**src/rtl/pack_sink.sv**
```systemverilog
// Receiving endpoint of a node: accepts flits on the ready handshake, reassembles
// packets, checks address/length/sequence and keeps counters plus sticky error flags.
module pack_sink #(
    parameter int DATA_SIZE     = 4,
    parameter int ADDR_SIZE     = 1,
    parameter int ADDR          = 0,
    parameter int MAX_PACK_LEN  = 10,
    parameter int PACKS_TO_RECV = 10,
    parameter int STALL_PERIOD  = 0,
    parameter int CNT_W         = 16
) (
    input  logic                 clk,
    input  logic                 a_rst,
    input  logic [DATA_SIZE+1:0] data_i,
    input  logic                 r_ready_in,
    output logic                 wr_ready_out,
    output logic [CNT_W-1:0]     packs_cnt,
    output logic [CNT_W-1:0]     flits_cnt,
    output logic [ADDR_SIZE-1:0] last_src,
    output logic                 err_addr,
    output logic                 err_len,
    output logic                 err_seq,
    output logic                 err_proto,
    output logic                 done
);
    localparam int LW = $clog2(MAX_PACK_LEN + 2);
    localparam logic [LW-1:0]        LEN_MAX   = LW'(MAX_PACK_LEN);
    localparam logic [ADDR_SIZE-1:0] MY_ADDR   = ADDR_SIZE'(ADDR);
    localparam logic [CNT_W-1:0]     PACKS_TGT = CNT_W'(PACKS_TO_RECV);
    localparam logic [1:0]           T_HEAD    = 2'b01;
    localparam logic [1:0]           T_TAIL    = 2'b10;
    localparam logic [1:0]           T_SINGLE  = 2'b11;

    typedef enum logic {IDLE, RECV} state_t;

    state_t                 state_q, state_d;
    logic [LW-1:0]          len_q, len_d;
    logic [DATA_SIZE-1:0]   exp_q, exp_d;
    logic [CNT_W-1:0]       packs_q, packs_d, flits_q, flits_d;
    logic [ADDR_SIZE-1:0]   src_q, src_d;
    logic                   err_addr_q, err_addr_d, err_len_q, err_len_d;
    logic                   err_seq_q, err_seq_d, err_proto_q, err_proto_d;
    logic                   done_q, done_d;
    logic                   wr_ready_q;

    logic [1:0]             ftype;
    logic [DATA_SIZE-1:0]   payload;
    logic                   accept;

    assign ftype   = data_i[DATA_SIZE+1:DATA_SIZE];
    assign payload = data_i[DATA_SIZE-1:0];
    assign accept  = r_ready_in & wr_ready_q;

    always_comb begin
        state_d     = state_q;
        len_d       = len_q;
        exp_d       = exp_q;
        packs_d     = packs_q;
        flits_d     = flits_q;
        src_d       = src_q;
        err_addr_d  = err_addr_q;
        err_len_d   = err_len_q;
        err_seq_d   = err_seq_q;
        err_proto_d = err_proto_q;
        if (accept) begin
            flits_d = flits_q + 1'b1;
            case (ftype)
                T_HEAD, T_SINGLE: begin
                    // a head inside a packet abandons the old one uncounted
                    if (state_q == RECV) err_proto_d = 1'b1;
                    src_d = payload[2*ADDR_SIZE-1:ADDR_SIZE];
                    if (payload[ADDR_SIZE-1:0] != MY_ADDR) err_addr_d = 1'b1;
                    len_d = LW'(1);
                    exp_d = DATA_SIZE'(1);
                    if (ftype == T_SINGLE) begin
                        state_d = IDLE;
                        packs_d = packs_q + 1'b1;
                    end else begin
                        state_d = RECV;
                    end
                end
                default: begin
                    if (state_q == IDLE) begin
                        err_proto_d = 1'b1;
                    end else begin
                        if (len_q >= LEN_MAX) err_len_d = 1'b1;
                        // saturate just above the limit so the length can never wrap
                        if (len_q <= LEN_MAX) len_d = len_q + 1'b1;
                        if (payload != exp_q) err_seq_d = 1'b1;
                        exp_d = exp_q + 1'b1;
                        if (ftype == T_TAIL) begin
                            state_d = IDLE;
                            packs_d = packs_q + 1'b1;
                        end
                    end
                end
            endcase
        end
        done_d = done_q | (packs_d >= PACKS_TGT);
    end

    always_ff @(posedge clk or posedge a_rst) begin
        if (a_rst) begin
            state_q     <= IDLE;
            len_q       <= '0;
            exp_q       <= '0;
            packs_q     <= '0;
            flits_q     <= '0;
            src_q       <= '0;
            err_addr_q  <= 1'b0;
            err_len_q   <= 1'b0;
            err_seq_q   <= 1'b0;
            err_proto_q <= 1'b0;
            done_q      <= 1'b0;
        end else begin
            state_q     <= state_d;
            len_q       <= len_d;
            exp_q       <= exp_d;
            packs_q     <= packs_d;
            flits_q     <= flits_d;
            src_q       <= src_d;
            err_addr_q  <= err_addr_d;
            err_len_q   <= err_len_d;
            err_seq_q   <= err_seq_d;
            err_proto_q <= err_proto_d;
            done_q      <= done_d;
        end
    end

    generate
        if (STALL_PERIOD == 0) begin : g_nostall
            assign wr_ready_q = 1'b1;
        end else begin : g_stall
            localparam int SW = (STALL_PERIOD > 1) ? $clog2(STALL_PERIOD) : 1;
            localparam logic [SW-1:0] STALL_LAST = SW'(STALL_PERIOD - 1);
            logic [SW-1:0] stall_cnt_q, stall_cnt_d;
            logic          ready_q;

            assign stall_cnt_d = (stall_cnt_q == STALL_LAST) ? '0 : stall_cnt_q + 1'b1;
            assign wr_ready_q  = ready_q;

            // ready is registered from the next count so it always mirrors the current count
            always_ff @(posedge clk or posedge a_rst) begin
                if (a_rst) begin
                    stall_cnt_q <= '0;
                    ready_q     <= 1'b1;
                end else begin
                    stall_cnt_q <= stall_cnt_d;
                    ready_q     <= (stall_cnt_d != STALL_LAST);
                end
            end
        end
    endgenerate

    assign wr_ready_out = wr_ready_q;
    assign packs_cnt    = packs_q;
    assign flits_cnt    = flits_q;
    assign last_src     = src_q;
    assign err_addr     = err_addr_q;
    assign err_len      = err_len_q;
    assign err_seq      = err_seq_q;
    assign err_proto    = err_proto_q;
    assign done         = done_q;
endmodule

```
**config.mk**
```make
export PLATFORM = sky130hd
export DESIGN_NAME = pack_sink
export DESIGN_NICKNAME = d
export VERILOG_FILES = /design/src/rtl/pack_sink.sv
export SDC_FILE = /design/constraint.sdc
export NUM_CORES = 1
export LEC_CHECK = 0
export ABC_AREA = 1
export BUFFER_PORTS_ARGS = -buffer_cell sky130_fd_sc_hd__buf_4
export CAP_MARGIN = 20
export CORE_ASPECT_RATIO = 0.7
export CORE_MARGIN = 5
export CORE_UTILIZATION = 25
export DETAILED_ROUTE_END_ITERATION = 10
export SYNTH_ARGS = -nofsm -noshare
export SYNTH_HDL_FRONTEND = slang
export SYNTH_SLANG_ARGS = --single-unit
```
**constraint.sdc**
```tcl
create_clock -name clk -period 1.7 [get_ports clk]
set_input_delay 0.425 -clock clk [delete_from_list [all_inputs] [get_ports clk]]
set_output_delay 0.425 -clock clk [all_outputs]
set_load 0.03 [all_outputs]
```
# Word-level counts from Yosys, hierarchy flattened
# Index checks and enable logic that the tools add are counted.
[totals]
register_bits = 47
input_bits = 9
output_inout_bits = 39
wordCells = 53
[op_classes]
addsub = 4
magnitude_cmp = 3
n_eq_ne = 6
muxes = 17
bitwise_logic = 2
n_reduce_logical = 10
[ops]
columns = ["cell", "n"]
rows = [
  ["$mux 16", 5],
  ["$add 16x1->16 const B", 2],
  ["$mux 4", 5],
  ["$ge 16x4->1 const B", 1],
  ["$reduce_and 3->1", 3],
  ["$add 4x1->4 const B", 2],
  ["$reduce_and 4->1", 2],
  ["$mux 1", 7],
  ["$eq 2x2->1 const B", 2],
  ["$ge 4x4->1 const B", 1],
  ["$le 4x4->1 const B", 1],
  ["$ne 4x4->1", 1],
  ["$reduce_and 2->1", 2],
  ["$reduce_bool 2->1", 2],
  ["$eq 2x1->1 const B", 1],
  ["$ne 2x1->1 const B", 1],
  ["$ne 2x2->1 const B", 1],
  ["$reduce_or 2->1", 1],
  ["$not 1->1", 1],
  ["$or 1x1->1", 1],
]

# Longest topological paths before layout
# Gate-level depths: netlist of run 1.
[depth]
word_depth = 7
mapped_depth = 14

# Worst setup path before layout of run 1
# No wires, ideal clock.
[synth_timing]
path_type = "reg2reg"
start = "register packs_q[0], in the netlist packs_cnt[0]"
end = "register done_q, in the netlist done"
t_arrival_ns = 1.721
setup_slack_ns = -0.139
stages_incl_launch_ff = 13
cell_sequence = "dfrtp_1 ha_1 nand2_1 nor2_2 nand3_1 nand2_1 nand2_1 nand2_1 nand2_1 nor2_1 nand3_1 nor2_1 nand2_1"
[synth_via]
elab_chain_len = 7
[synth_rtl]
columns = ["element", "line_no", "source"]
rows = [
  ["start, declared", "39", "logic [CNT_W-1:0] packs_q, packs_d, flits_q, flits_d;"],
  ["start signal, assigned", "119", "packs_q <= packs_d;"],
  ["$add 16x1->16", "77, 93", ""],
  ["$mux 16", "91", "if (ftype == T_TAIL) begin"],
  ["$mux 16", "83", "if (state_q == IDLE) begin"],
  ["$mux 16", "67", "case (ftype)"],
  ["$mux 16 *", "65", "if (accept) begin"],
  ["$ge 16x4->1 *", "99", "done_d = done_q | (packs_d >= PACKS_TGT);"],
  ["$or 1x1->1 *", "99", ""],
  ["named net done_d", "43", "logic done_q, done_d;"],
  ["end signal, assigned", "126", "done_q <= done_d;"],
  ["end, declared", "43", ""],
]
# The timed path passes the listed nets; every way through them passes the cells marked *.
# A chain may end at the register's enable or synchronous reset.

# Worst setup path after layout of run 1
[layout_timing]
start = "register state_q"
end = "register done_q, in the netlist done"
[layout_via]
elab_chain_len = 5
[layout_rtl]
columns = ["element", "line_no", "source"]
rows = [
  ["start, declared", "36", "state_t state_q, state_d;"],
  ["start signal, assigned", "116", "state_q <= state_d;"],
  ["$mux 16", "83", ""],
  ["$mux 16", "67", ""],
  ["$mux 16", "65", ""],
  ["$ge 16x4->1", "99", ""],
  ["$or 1x1->1", "99", ""],
  ["named net done_d", "43", ""],
]
# The timed path passes the listed nets, and every way through them passes these cells.

==> results of run 1 <==
==> cell type report <==
class,count,area [sq um],area share
sequential,47,1190,0.302
timing repair buffer,94,733,0.186
multi-input combinational,252,1470,0.373
tap,153,191,0.0487
clock inverter,2,16.3,0.00414
clock buffer,6,129,0.0328
inverter,55,209,0.0531
==> state kept, by name (all words and copies together) (netlist names) <==
signal     count
done           1
err_addr       1
err_len        1
err_proto      1
err_seq        1
exp_q          4
flits_cnt     16
last_src       1
len_q          4
packs_cnt     16
state_q        1
==> how the worst min path moves through the flow <==
stage	start	to	slack, ns	cells after the start
detailed placement	err_addr	err_addr	0.45	1
floorplan	exp_q[1]	exp_q[1]	0.51	2
finish	a_rst	flits_cnt[13]	0.16	3
CTS	a_rst	flits_cnt[13]	0.18	3
global route	a_rst	flits_cnt[12]	0.19	3
global placement	err_addr	err_addr	0.44	1
==> power groups by stage <==
| stage | Clock [mW] | Combinational [mW] | Sequential, mW |
|---|---|---|---|
| floorplan | 0 | 0.640 | 1.99 |
| global placement | 0 | 1.64 | 1.66 |
| detailed placement | 0 | 1.67 | 1.66 |
| CTS | 1.04 | 1.77 | 1.66 |
| global route | 1.09 | 1.97 | 1.73 |
| finish | 1.01 | 1.79 | 1.68 |
==> logic make-up after synthesis <==
logic type | Yosys count
buf+inv | 60
other cells | 1
fa+ha+maj | 6
simple gates | 188
mux | 1
xor+xnor | 22
flops | 47
compound gates | 34
==> cells in the mapped netlist (2+ instances only) <==
master | n | area share
sky130_fd_sc_hd__nand2_2 | 4 | 0.0091
sky130_fd_sc_hd__dfrtp_1 | 47 | 0.43
sky130_fd_sc_hd__nand4_1 | 9 | 0.020
sky130_fd_sc_hd__inv_1 | 53 | 0.072
sky130_fd_sc_hd__nor2_1 | 26 | 0.035
sky130_fd_sc_hd__o21bai_1 | 2 | 0.0054
sky130_fd_sc_hd__nand2_1 | 94 | 0.13
sky130_fd_sc_hd__buf_4 | 2 | 0.0054
sky130_fd_sc_hd__buf_2 | 2 | 0.0036
sky130_fd_sc_hd__nand3_1 | 34 | 0.062
sky130_fd_sc_hd__xor2_1 | 14 | 0.044
sky130_fd_sc_hd__ha_1 | 6 | 0.027
sky130_fd_sc_hd__o21ai_0 | 8 | 0.015
sky130_fd_sc_hd__nor2_2 | 9 | 0.020
sky130_fd_sc_hd__o21ai_1 | 3 | 0.0054
sky130_fd_sc_hd__nor3_1 | 5 | 0.0091
sky130_fd_sc_hd__a21oi_1 | 15 | 0.027
sky130_fd_sc_hd__xnor2_1 | 8 | 0.025
==> layer usage <==
layer | share of wire | wire [microns] | vias to the layer above | track usage
li1 | - | - | 1329 | -
met1 | 0.51 | 3890 | 1244 | 0.173
met2 | 0.42 | 3220 | 71 | 0.179
met3 | 0.060 | 459 | 9 | 0.0330
met4 | 0.0094 | 72 | 0 | 0.0287
met5 | 0 | 0 | - | 0
==> worst min-delay path: stages <==
cell and delay (ns):
sky130_fd_sc_hd__buf_4 0.11, sky130_fd_sc_hd__inv_2 0.06, sky130_fd_sc_hd__buf_12 0.25
==> metrics by stage <==
step	cells	utilization	setup WS, ns	TNS, ns	cell area, sq um
floorplan	359	-	-0.0258	-0.0258	2770
global placement	595	0.330	-0.165	-0.205	3600
detailed placement	595	0.330	-0.165	-0.226	3600
CTS	607	0.354	0.00588	0	3850
global route	609	0.361	-0.107	-0.107	3930
finish	609	0.361	-0.00893	-0.00893	3930
==> timing repair <==
action | in CTS | in global routing
gates resized for setup | 25 | 20
hold buffers | 0 | 0
endpoints found under the setup margin | 1 | 5
endpoints found under the hold margin | 0 | 0
pin swaps | 10 | 7
setup buffers | 4 | 2
==> run metrics, run 1 <==
outcome finished with violations; failing checks negative setup slack; share of post-route cells with drive strength above 1 0.340; Final setup viols 1; count of nets left with antenna violations after detail routing 0; capture point of the worst reg-to-reg path done; post-synthesis compound-gate area fraction 0.0694; final worst path period need 1.71 ns; Hold Vio Cnt, Final 0; number of gates on the worst path with buffers counted 14; num rows 32; Die Wd 136 microns; first-pass GRT wire length 13.0 mm; Root Buffer sky130_fd_sc_hd__clkbuf_16; via count of the routed design 2653; total of flip-flops plus latches after synthesis 47; Post-Syn Area per Cell 7.68 sq um; post-synthesis share of cell area spent on and, or, nand and nor gates 0.313; effective utilization at floorplan 0.253; max-slew violation count 0; mux contribution to synthesized area 0.00408; kind of cell adding the most delay to the critical path simple AND/OR/NAND/NOR gates; EDFF count, synth 0; largest fanout on the critical path 7; count of maximum capacitance violations 0; class of the most critical setup path reg -> reg; area enclosed by the die boundary about 13000 sq um; Detailed Place HPWL 5.78 mm; most common library cell in the layout ignoring fill and taps sky130_fd_sc_hd__buf_4; Area growth syn-to-layout 42.6%; number of buffers and inverters on the critical path 3; setup repair after global routing missed its margin yes; WHS roughly 0.16 ns; number of antenna diodes 0; setup slack, reg-to-reg -0.009 ns; fill cell count 1158; sequential cell fraction of total power 0.375; Hold WC Path Type in -> async; CTS tree yes; gate count after technology mapping about 360; Worst setup endpoint done; via count of the first global-routing pass 2642; worst path setup slack after routing -0.00893 ns; Synth warnings 0; worst-path cell with the longest stage delay sky130_fd_sc_hd__dfrtp_2; initial antenna violation count 0; number of clock buffers inserted by TritonCTS 5; H-tree depth 2; pin count of the biggest net entering global routing 48; CP required 1.89 ns; distinct cell type count after synthesis 36; proportion of synthesized chip area in sequential cells 0.426; power density normalized to cell area 1140 nW/um^2; Power, Total 4.48 mW; final routed DRC violation total 0; grt ovf 0; largest family of logic cells by synthesized area simple AND/OR/NAND/NOR gates; most frequently used flop master after synthesis sky130_fd_sc_hd__dfrtp_1; vertical extent of the die 97.9 microns; number of iterations in the first detailed-routing pass 4; combined area of all synthesized cells 2760 sq um; launching element of the worst setup path state_q; chain of cells forming the critical path nor2_4, nor2_4, buf_4, buf_4, nand2_1, nand2_1, nand2_2, nand2_1, clkinv_1, nand3_1, nor2_2, nand2_1, nor2_1, nand2_1; core region area 10900 sq um; fraction of registers with async set or reset after synthesis 1.00; Skew-Pair Late Insertion Delay 0.29 ns; combinational share of power 0.400; achievable clock frequency 585 MHz; drt total wl 7.64 mm; I/O Buffers 46; Tot GR Track Use 0.120; number of clock sinks 47; cells on worst reg2reg path 14; count of boundary I/O pins 48; starting DRC count in detailed routing 172; switching share of total power 0.407; Cell Int Power 2.66 mW; Longest Clk Path Bufs 2; WP data arrival between 1.5 and 2 ns; CP max stage delay 0.42 ns; period utilization 1.01; Reg clk slew, reported paths 0.07 ns; Worst Clk Skew 0.00794 ns; switching power total 1.82 mW; final weighted congestion in routability-driven placement around 0.9; Adder-Cell Fraction of Synth Area 0.0272; total nets after synthesis ~370; Setup crit end kind flip-flop; vias per cell 4.36; portion of total power attributed to the clock network 0.224; commonest cells after routing, fill and taps aside 89 x sky130_fd_sc_hd__buf_4, 85 x sky130_fd_sc_hd__nand2_1, 51 x sky130_fd_sc_hd__inv_1, 38 x sky130_fd_sc_hd__dfrtp_1, 31 x sky130_fd_sc_hd__nand3_1; leakage dissipation just under 2 nW; routed length per instance 12.5 microns; Synth Area in XOR/XNOR 0.0699; CP most frequent cell sky130_fd_sc_hd__nand2_1; worst voltage drop across the vdd grid 0.935 mV; critical path startpoint category flip-flop; FF-to-FF Start state_q; net count reported at finish 470
No activity file was read; power rests on OpenSTA's default activity.
==> run 2, diff against run 1 <==
==> constraint.sdc (replaced) <==
create_clock -name clk -period 1.94 [get_ports clk]
set_input_delay 0.485 -clock clk [delete_from_list [all_inputs] [get_ports clk]]
set_output_delay 0.485 -clock clk [all_outputs]
set_load 0.03 [all_outputs]
==> run 2 against run 1 <==
The run now ends clean. Fmax shrank 3.5%. Worst setup slack gained 0.18 ns. Wire length is 5.6% lower. Critical path depth decreased by 3. Global-route usage decreased by 0.63 points. First-iteration DRC count rose by 4.7%. Die area did not move. Largest cell class unchanged. Highest routed layer unchanged.
==> run metrics, run 2 (same netlist as run 1, synthesis figures left out) <==
WP data arrival 1.95 ns (was 1.90 ns); H-tree depth 2 (unchanged); commonest cells after routing, fill and taps aside 94 x sky130_fd_sc_hd__nand2_1, 59 x sky130_fd_sc_hd__buf_4, 52 x sky130_fd_sc_hd__inv_1, 47 x sky130_fd_sc_hd__dfrtp_1, 34 x sky130_fd_sc_hd__nand3_1 (was 89 x sky130_fd_sc_hd__buf_4, 85 x sky130_fd_sc_hd__nand2_1, 51 x sky130_fd_sc_hd__inv_1, 38 x sky130_fd_sc_hd__dfrtp_1, 31 x sky130_fd_sc_hd__nand3_1); vertical extent of the die 97.9 microns (unchanged); CP most frequent cell sky130_fd_sc_hd__nand2_1 (unchanged); post-placement worst setup slack 0.0514 ns (was -0.165 ns); Hold WC Path Type in -> async (unchanged); fill cell count 1191 (was 1158); worst voltage drop across the vdd grid 0.723 mV (was 0.935 mV); Detailed Place HPWL 5.68 mm (was 5.78 mm); routed length per instance 12.5 microns (about the same); final routed DRC violation total 0 (unchanged); drt total wl 7.21 mm (was 7.64 mm); CTS tree yes (unchanged); final weighted congestion in routability-driven placement 0.915 (was 0.881); number of clock buffers inserted by TritonCTS 5 (unchanged); number of cells in the finished layout apart from fillers 575 (was 609); net count reported at finish 436 (was 470); worst-path cell with the longest stage delay sky130_fd_sc_hd__dfrtp_1 (was sky130_fd_sc_hd__dfrtp_2); count of maximum capacitance violations 0 (unchanged); number of iterations in the first detailed-routing pass 5 (was 4); share of post-route cells with drive strength above 1 0.225 (was 0.340); max-slew violation count 0 (unchanged); Setup TNS 0 ns (was -0.00893 ns); chain of cells forming the critical path nand2_1, nor2_2, nand3_1, nand2_1, nand3_1, nand2_1, inv_1, nor2_1, nand3_1, nor2_2, nand2_1 (was nor2_4, nor2_4, buf_4, buf_4, nand2_1, nand2_1, nand2_2, nand2_1, clkinv_1, nand3_1, nor2_2, nand2_1, nor2_1, nand2_1); vias per cell 4.35 (was 4.36); effective utilization at floorplan 0.253 (unchanged); Power, Total 3.83 mW (was 4.48 mW); Placed Cells incl. Taps 566 (was 595); Setup crit end kind flip-flop (unchanged); starting DRC count in detailed routing 180 (was 172); number of clock sinks 47 (unchanged); worst path setup slack after routing 0.169 ns (was -0.00893 ns); Root Buffer sky130_fd_sc_hd__clkbuf_16 (unchanged); WHS 0.207 ns (was 0.162 ns); Tot GR Track Use 0.114 (was 0.120); Die Wd 136 microns (unchanged); CP required 2.12 ns (was 1.89 ns); initial antenna violation count 0 (unchanged); final worst path period need 1.77 ns (was 1.71 ns); pin count of the biggest net entering global routing 21 (was 48); period utilization 0.913 (was 1.01); Longest Clk Path Bufs 2 (unchanged); via count of the routed design 2503 (was 2653); area enclosed by the die boundary 13300 sq um (unchanged); I/O Buffers 46 (unchanged); via count of the first global-routing pass 2467 (was 2642); Reg clk slew, reported paths 0.06 ns (was 0.07 ns); class of the most critical setup path reg -> reg (unchanged); first-pass GRT wire length 12.2 mm (was 13.0 mm); core region area 10900 sq um (unchanged); Skew-Pair Late Insertion Delay 0.29 ns (about the same); most common library cell in the layout ignoring fill and taps sky130_fd_sc_hd__nand2_1 (was sky130_fd_sc_hd__buf_4); largest fanout on the critical path 5 (was 7); Final setup viols 0 (was 1); power density normalized to cell area 1070 nW/um^2 (was 1140 nW/um^2); critical path startpoint category flip-flop (unchanged); number of antenna diodes 0 (unchanged); post-cts hold buffer count 0 (unchanged); Worst Clk Skew 0.00561 ns (was 0.00794 ns); kind of cell adding the most delay to the critical path simple AND/OR/NAND/NOR gates (unchanged); Hold Vio Cnt, Final 0 (unchanged); Area growth syn-to-layout 29.9% (was 42.6%); outcome complete, no violations (was finished with violations); num rows 32 (unchanged); leakage dissipation 1.82 nW (was 1.97 nW); CP max stage delay 0.42 ns (about the same); number of buffers and inverters on the critical path 1 (was 3); achievable clock frequency 565 MHz (was 585 MHz); count of boundary I/O pins 48 (unchanged); count of nets left with antenna violations after detail routing 0 (unchanged); grt ovf 0 (unchanged)
==> run 2: cell types whose count changed in the layout (fill, tap and decap cells not counted), moves of 3 or more <==
cell	change
sky130_fd_sc_hd__dfrtp_2	-9
sky130_fd_sc_hd__buf_6	-4
sky130_fd_sc_hd__dfrtp_1	+9
sky130_fd_sc_hd__nor2_4	-3
sky130_fd_sc_hd__nand2_2	-8
sky130_fd_sc_hd__nand2_1	+9
sky130_fd_sc_hd__nand3_1	+3
sky130_fd_sc_hd__buf_4	-30
==> run 2: repair_timing <==
item                       4_1_cts  5_1_grt
setup endpoints to repair        0        1
hold endpoints to repair         0        0
resized for setup                0        9
buffers inserted                 0        1
==> run 2: area by class of cell <==
class / instances / area (sq um) / area share
timing repair buffer: 60 / 463 / 0.129
sequential: 47 / 1180 / 0.328
clock buffer: 6 / 139 / 0.0388
inverter: 55 / 209 / 0.0583
multi-input combinational: 252 / 1370 / 0.382
tap: 153 / 191 / 0.0534
clock inverter: 2 / 35.0 / 0.00978
==> run 2: path summary, 6_finish.rpt <==
check                                to  slack (ns)  cells after the start         start
max in group asynchronous       err_len        1.22                      3         a_rst
hold reg to reg                 err_len        0.48                      1       err_len
min in group clk               last_src        0.41                      3     data_i[1]
setup reg to reg                   done        0.17                     11  packs_cnt[3]
hold / removal             flits_cnt[8]        0.21                      2         a_rst
setup / recovery                   done        0.17                     11  packs_cnt[3]
==> run 2: worst register-to-register path: stages, from the launching register on <==
cell and delay [ns]:
sky130_fd_sc_hd__dfrtp_1 0.42, sky130_fd_sc_hd__nand2_1 0.17, sky130_fd_sc_hd__nor2_2 0.20, sky130_fd_sc_hd__nand3_1 0.14, sky130_fd_sc_hd__nand2_1 0.11, sky130_fd_sc_hd__nand3_1 0.07, sky130_fd_sc_hd__nand2_1 0.07, sky130_fd_sc_hd__inv_1 0.04
sky130_fd_sc_hd__nor2_1 0.14, sky130_fd_sc_hd__nand3_1 0.10, sky130_fd_sc_hd__nor2_2 0.14, sky130_fd_sc_hd__nand2_1 0.06
==> run 2: metrics by stage <==
| step | util | area (sq um) |
|---|---|---|
| 2_1_floorplan | - | 2760 |
| 3_3_place_gp | 0.309 | 3370 |
| 3_5_place_dp | 0.309 | 3370 |
| 4_1_cts | 0.325 | 3540 |
| 5_1_grt | 0.329 | 3580 |
| 6_report | 0.329 | 3580 |
==> run 2: per-layer routing <==
layer  vias up  wire length [microns]  track usage
met4         0                     78       0.0333
li1       1265                      -            -
met1      1163                   3620        0.163
met5         -                      0            0
met3        12                    511       0.0371
met2        63                   3000        0.164
==> run 2: where the power goes <==
group / internal, mW / total (mW) / leakage, nW / switching, mW
clock: 0.641 / 1.01 / 0.0868 / 0.370
combinational: 0.515 / 1.38 / 1.15 / 0.861
sequential: 1.19 / 1.45 / 0.577 / 0.256
total: 2.35 / 3.83 / 1.82 / 1.49
==> run 3, diff against run 2 <==
==> constraint.sdc (replaced) <==
create_clock -name clk -period 1.94 [get_ports clk]
set_input_delay 0.388 -clock clk [delete_from_list [all_inputs] [get_ports clk]]
set_output_delay 0.388 -clock clk [all_outputs]
set_load 0.03 [all_outputs]
==> run 3 against run 2 <==
Final cell count is 1.2% lower. Wire length fell by 3.2%. Die area unchanged. Largest cell class unchanged. Final area decreased by 1.7%. Sequential power barely moved. Register-to-register slack worse by 0.02 ns. Critical endpoint is now len_q[1]. Highest routed layer unchanged. Total power is 0.78% lower. First-iteration DRC count is 3.9% lower. Clock skew hardly changed. Combinational power shrank 4%. Critical path type unchanged.
==> run metrics, run 3 (same netlist as run 1, synthesis figures left out) <==
Tot GR Track Use 0.110 (was 0.114); I/O Buffers 46 (unchanged); period utilization 0.924 (was 0.913); critical path startpoint category flip-flop (unchanged); worst-path cell with the longest stage delay sky130_fd_sc_hd__dfrtp_1 (unchanged); count of maximum capacitance violations 0 (unchanged); setup slack, reg-to-reg 0.15 ns (was 0.17 ns); achievable clock frequency 558 MHz (was 565 MHz); starting DRC count in detailed routing 173 (was 180); power density normalized to cell area 1080 nW/um^2 (was 1070 nW/um^2); worst path setup slack after routing 0.147 ns (was 0.169 ns); share of post-route cells with drive strength above 1 0.227 (was 0.225); CTS tree yes (unchanged); number of iterations in the first detailed-routing pass 4 (was 5); effective utilization at floorplan 0.253 (unchanged); max-slew violation count 0 (unchanged); via count of the routed design 2453 (was 2503); num rows 32 (unchanged); commonest cells after routing, fill and taps aside 94 x sky130_fd_sc_hd__nand2_1, 53 x sky130_fd_sc_hd__buf_4, 52 x sky130_fd_sc_hd__inv_1, 43 x sky130_fd_sc_hd__dfrtp_1, 34 x sky130_fd_sc_hd__nand3_1 (was 94 x sky130_fd_sc_hd__nand2_1, 59 x sky130_fd_sc_hd__buf_4, 52 x sky130_fd_sc_hd__inv_1, 47 x sky130_fd_sc_hd__dfrtp_1, 34 x sky130_fd_sc_hd__nand3_1); count of nets left with antenna violations after detail routing 0 (unchanged); worst voltage drop across the vdd grid 0.878 mV (was 0.723 mV); launching element of the worst setup path state_q (was packs_cnt[3]); Worst setup endpoint len_q[1] (was done); post-placement worst setup slack -0.0170 ns (was 0.0514 ns); CP required 2.11 ns (was 2.12 ns); core region area 10900 sq um (unchanged); final weighted congestion in routability-driven placement 0.873 (was 0.915); number of clock buffers inserted by TritonCTS 5 (unchanged); Longest Clk Path Bufs 2 (unchanged); class of the most critical setup path reg -> reg (unchanged); FF-to-FF Start state_q (was packs_cnt[3]); initial antenna violation count 0 (unchanged); routed length per instance 12.3 microns (was 12.5 microns); largest fanout on the critical path 7 (was 5); Hold WC Path Type in -> async (unchanged); Setup crit end kind flip-flop (unchanged); transition time at the pin with the least slew margin 0.624 ns; Die Wd 136 microns (unchanged); number of antenna diodes 0 (unchanged); chain of cells forming the critical path inv_1, ha_1, nor2_2, nand2_1, o21ai_1, mux2_2 (was nand2_1, nor2_2, nand3_1, nand2_1, nand3_1, nand2_1, inv_1, nor2_1, nand3_1, nor2_2, nand2_1); area enclosed by the die boundary 13300 sq um (unchanged); pin count of the biggest net entering global routing 48 (was 21); summed area of non-filler cells in the final layout 3520 sq um (was 3580 sq um); count of boundary I/O pins 48 (unchanged); Hold Vio Cnt, Final 0 (unchanged); vias per cell 4.32 (was 4.35); vertical extent of the die 97.9 microns (unchanged); Final setup viols 0 (unchanged); post-cts hold buffer count 0 (unchanged); most common library cell in the layout ignoring fill and taps sky130_fd_sc_hd__nand2_1 (unchanged); cells on worst reg2reg path 6 (was 11); final routed DRC violation total 0 (unchanged); capture point of the worst reg-to-reg path len_q[1] (was done); via count of the first global-routing pass 2381 (was 2467); outcome complete, no violations (unchanged); Root Buffer sky130_fd_sc_hd__clkbuf_16 (unchanged); H-tree depth 2 (unchanged); leakage dissipation 1.77 nW (was 1.82 nW); Detailed Place HPWL 5.36 mm (was 5.68 mm); Area growth syn-to-layout 27.6% (was 29.9%); Worst Clk Skew 0.00545 ns (was 0.00561 ns); number of clock sinks 47 (unchanged); net count reported at finish 429 (was 436); setup repair after global routing missed its margin no; Setup TNS 0 ns (unchanged); Skew-Pair Late Insertion Delay 0.29 ns (about the same); Slew headroom 0.584; drt total wl 6.98 mm (was 7.21 mm); final worst path period need 1.79 ns (was 1.77 ns); first-pass GRT wire length 11.8 mm (was 12.2 mm); Reg clk slew, reported paths 0.07 ns (was 0.06 ns); Post-Place Cell Area 3290 sq um (was 3370 sq um); CP max stage delay 0.48 ns (was 0.42 ns); WP data arrival 1.97 ns (was 1.95 ns); grt ovf 0 (unchanged)
==> run 3: cell types whose count changed in the layout (fill, tap and decap cells not counted), moves of 2 or more <==
cell | previous run | this run
sky130_fd_sc_hd__buf_4 | 59 | 53
sky130_fd_sc_hd__nor2_2 | 10 | 12
sky130_fd_sc_hd__dfrtp_1 | 47 | 43
sky130_fd_sc_hd__dfrtp_2 | 0 | 4
sky130_fd_sc_hd__nor2_4 | 5 | 3
==> run 3: how the worst min path moves through the flow <==
stage                    from       endpoint  slack, ns  cells after the start
global placement     err_addr       err_addr       0.45                      1
detailed placement   err_addr       err_addr       0.45                      1
finish                  a_rst  flits_cnt[13]       0.25                      3
global route            a_rst  flits_cnt[10]       0.33                      3
floorplan           data_i[1]       last_src       0.50                      2
CTS                     a_rst  flits_cnt[13]       0.29                      3
==> run 3: area by class of cell <==
| type | count | area, sq um |
|---|---|---|
| sequential | 47 | 1180 |
| timing repair buffer | 53 | 398 |
| clock buffer | 6 | 139 |
| clock inverter | 2 | 35.0 |
| tap | 153 | 191 |
| multi-input combinational | 252 | 1370 |
| inverter | 55 | 209 |
| fill | 1164 | 7370 |
==> run 3: through the flow <==
step,total power [mW],util,hold slack [ns],std cells
global placement,2.75,0.302,0.446,557
finish,3.80,0.323,0.246,568
floorplan,2.29,-,0.498,359
detailed placement,2.78,0.302,0.448,557
global route,4.07,0.323,0.330,568
CTS,3.82,0.318,0.289,565
==> run 3: repair_timing <==
action	in CTS	in global routing
setup buffers	0	3
pin swaps	0	2
hold endpoints to repair	0	0
gates resized for setup	1	12
endpoints found under the setup margin	1	1
==> run 3: where the power goes <==
group | internal (mW) | total, mW | switching (mW)
clock network | 0.641 | 1.02 | 0.376
logic | 0.489 | 1.32 | 0.829
registers | 1.19 | 1.47 | 0.274
total | 2.32 | 3.80 | 1.48
==> run 3: metal layers <==
metal  vias up  share of wire  global-route usage  wire length, microns
met2        63           0.42               0.154                  2940
met1      1135           0.50               0.165                  3480
met5         -              0                   0                     0
met3         4          0.074              0.0345                   519
met4         0         0.0062              0.0209                    43
li1       1251              -                   -                     -
==> run 3: critical path, delay by kind of cell, from the launching register on <==
kind	cells	cell delay, ns
AO/OA/AOI/OAI	1	0.18
adder cells (fa/ha/maj)	1	0.25
buffers and inverters	1	0.07
flip-flops	1	0.48
multiplexers	1	0.37
AND/OR/NAND/NOR	2	0.33
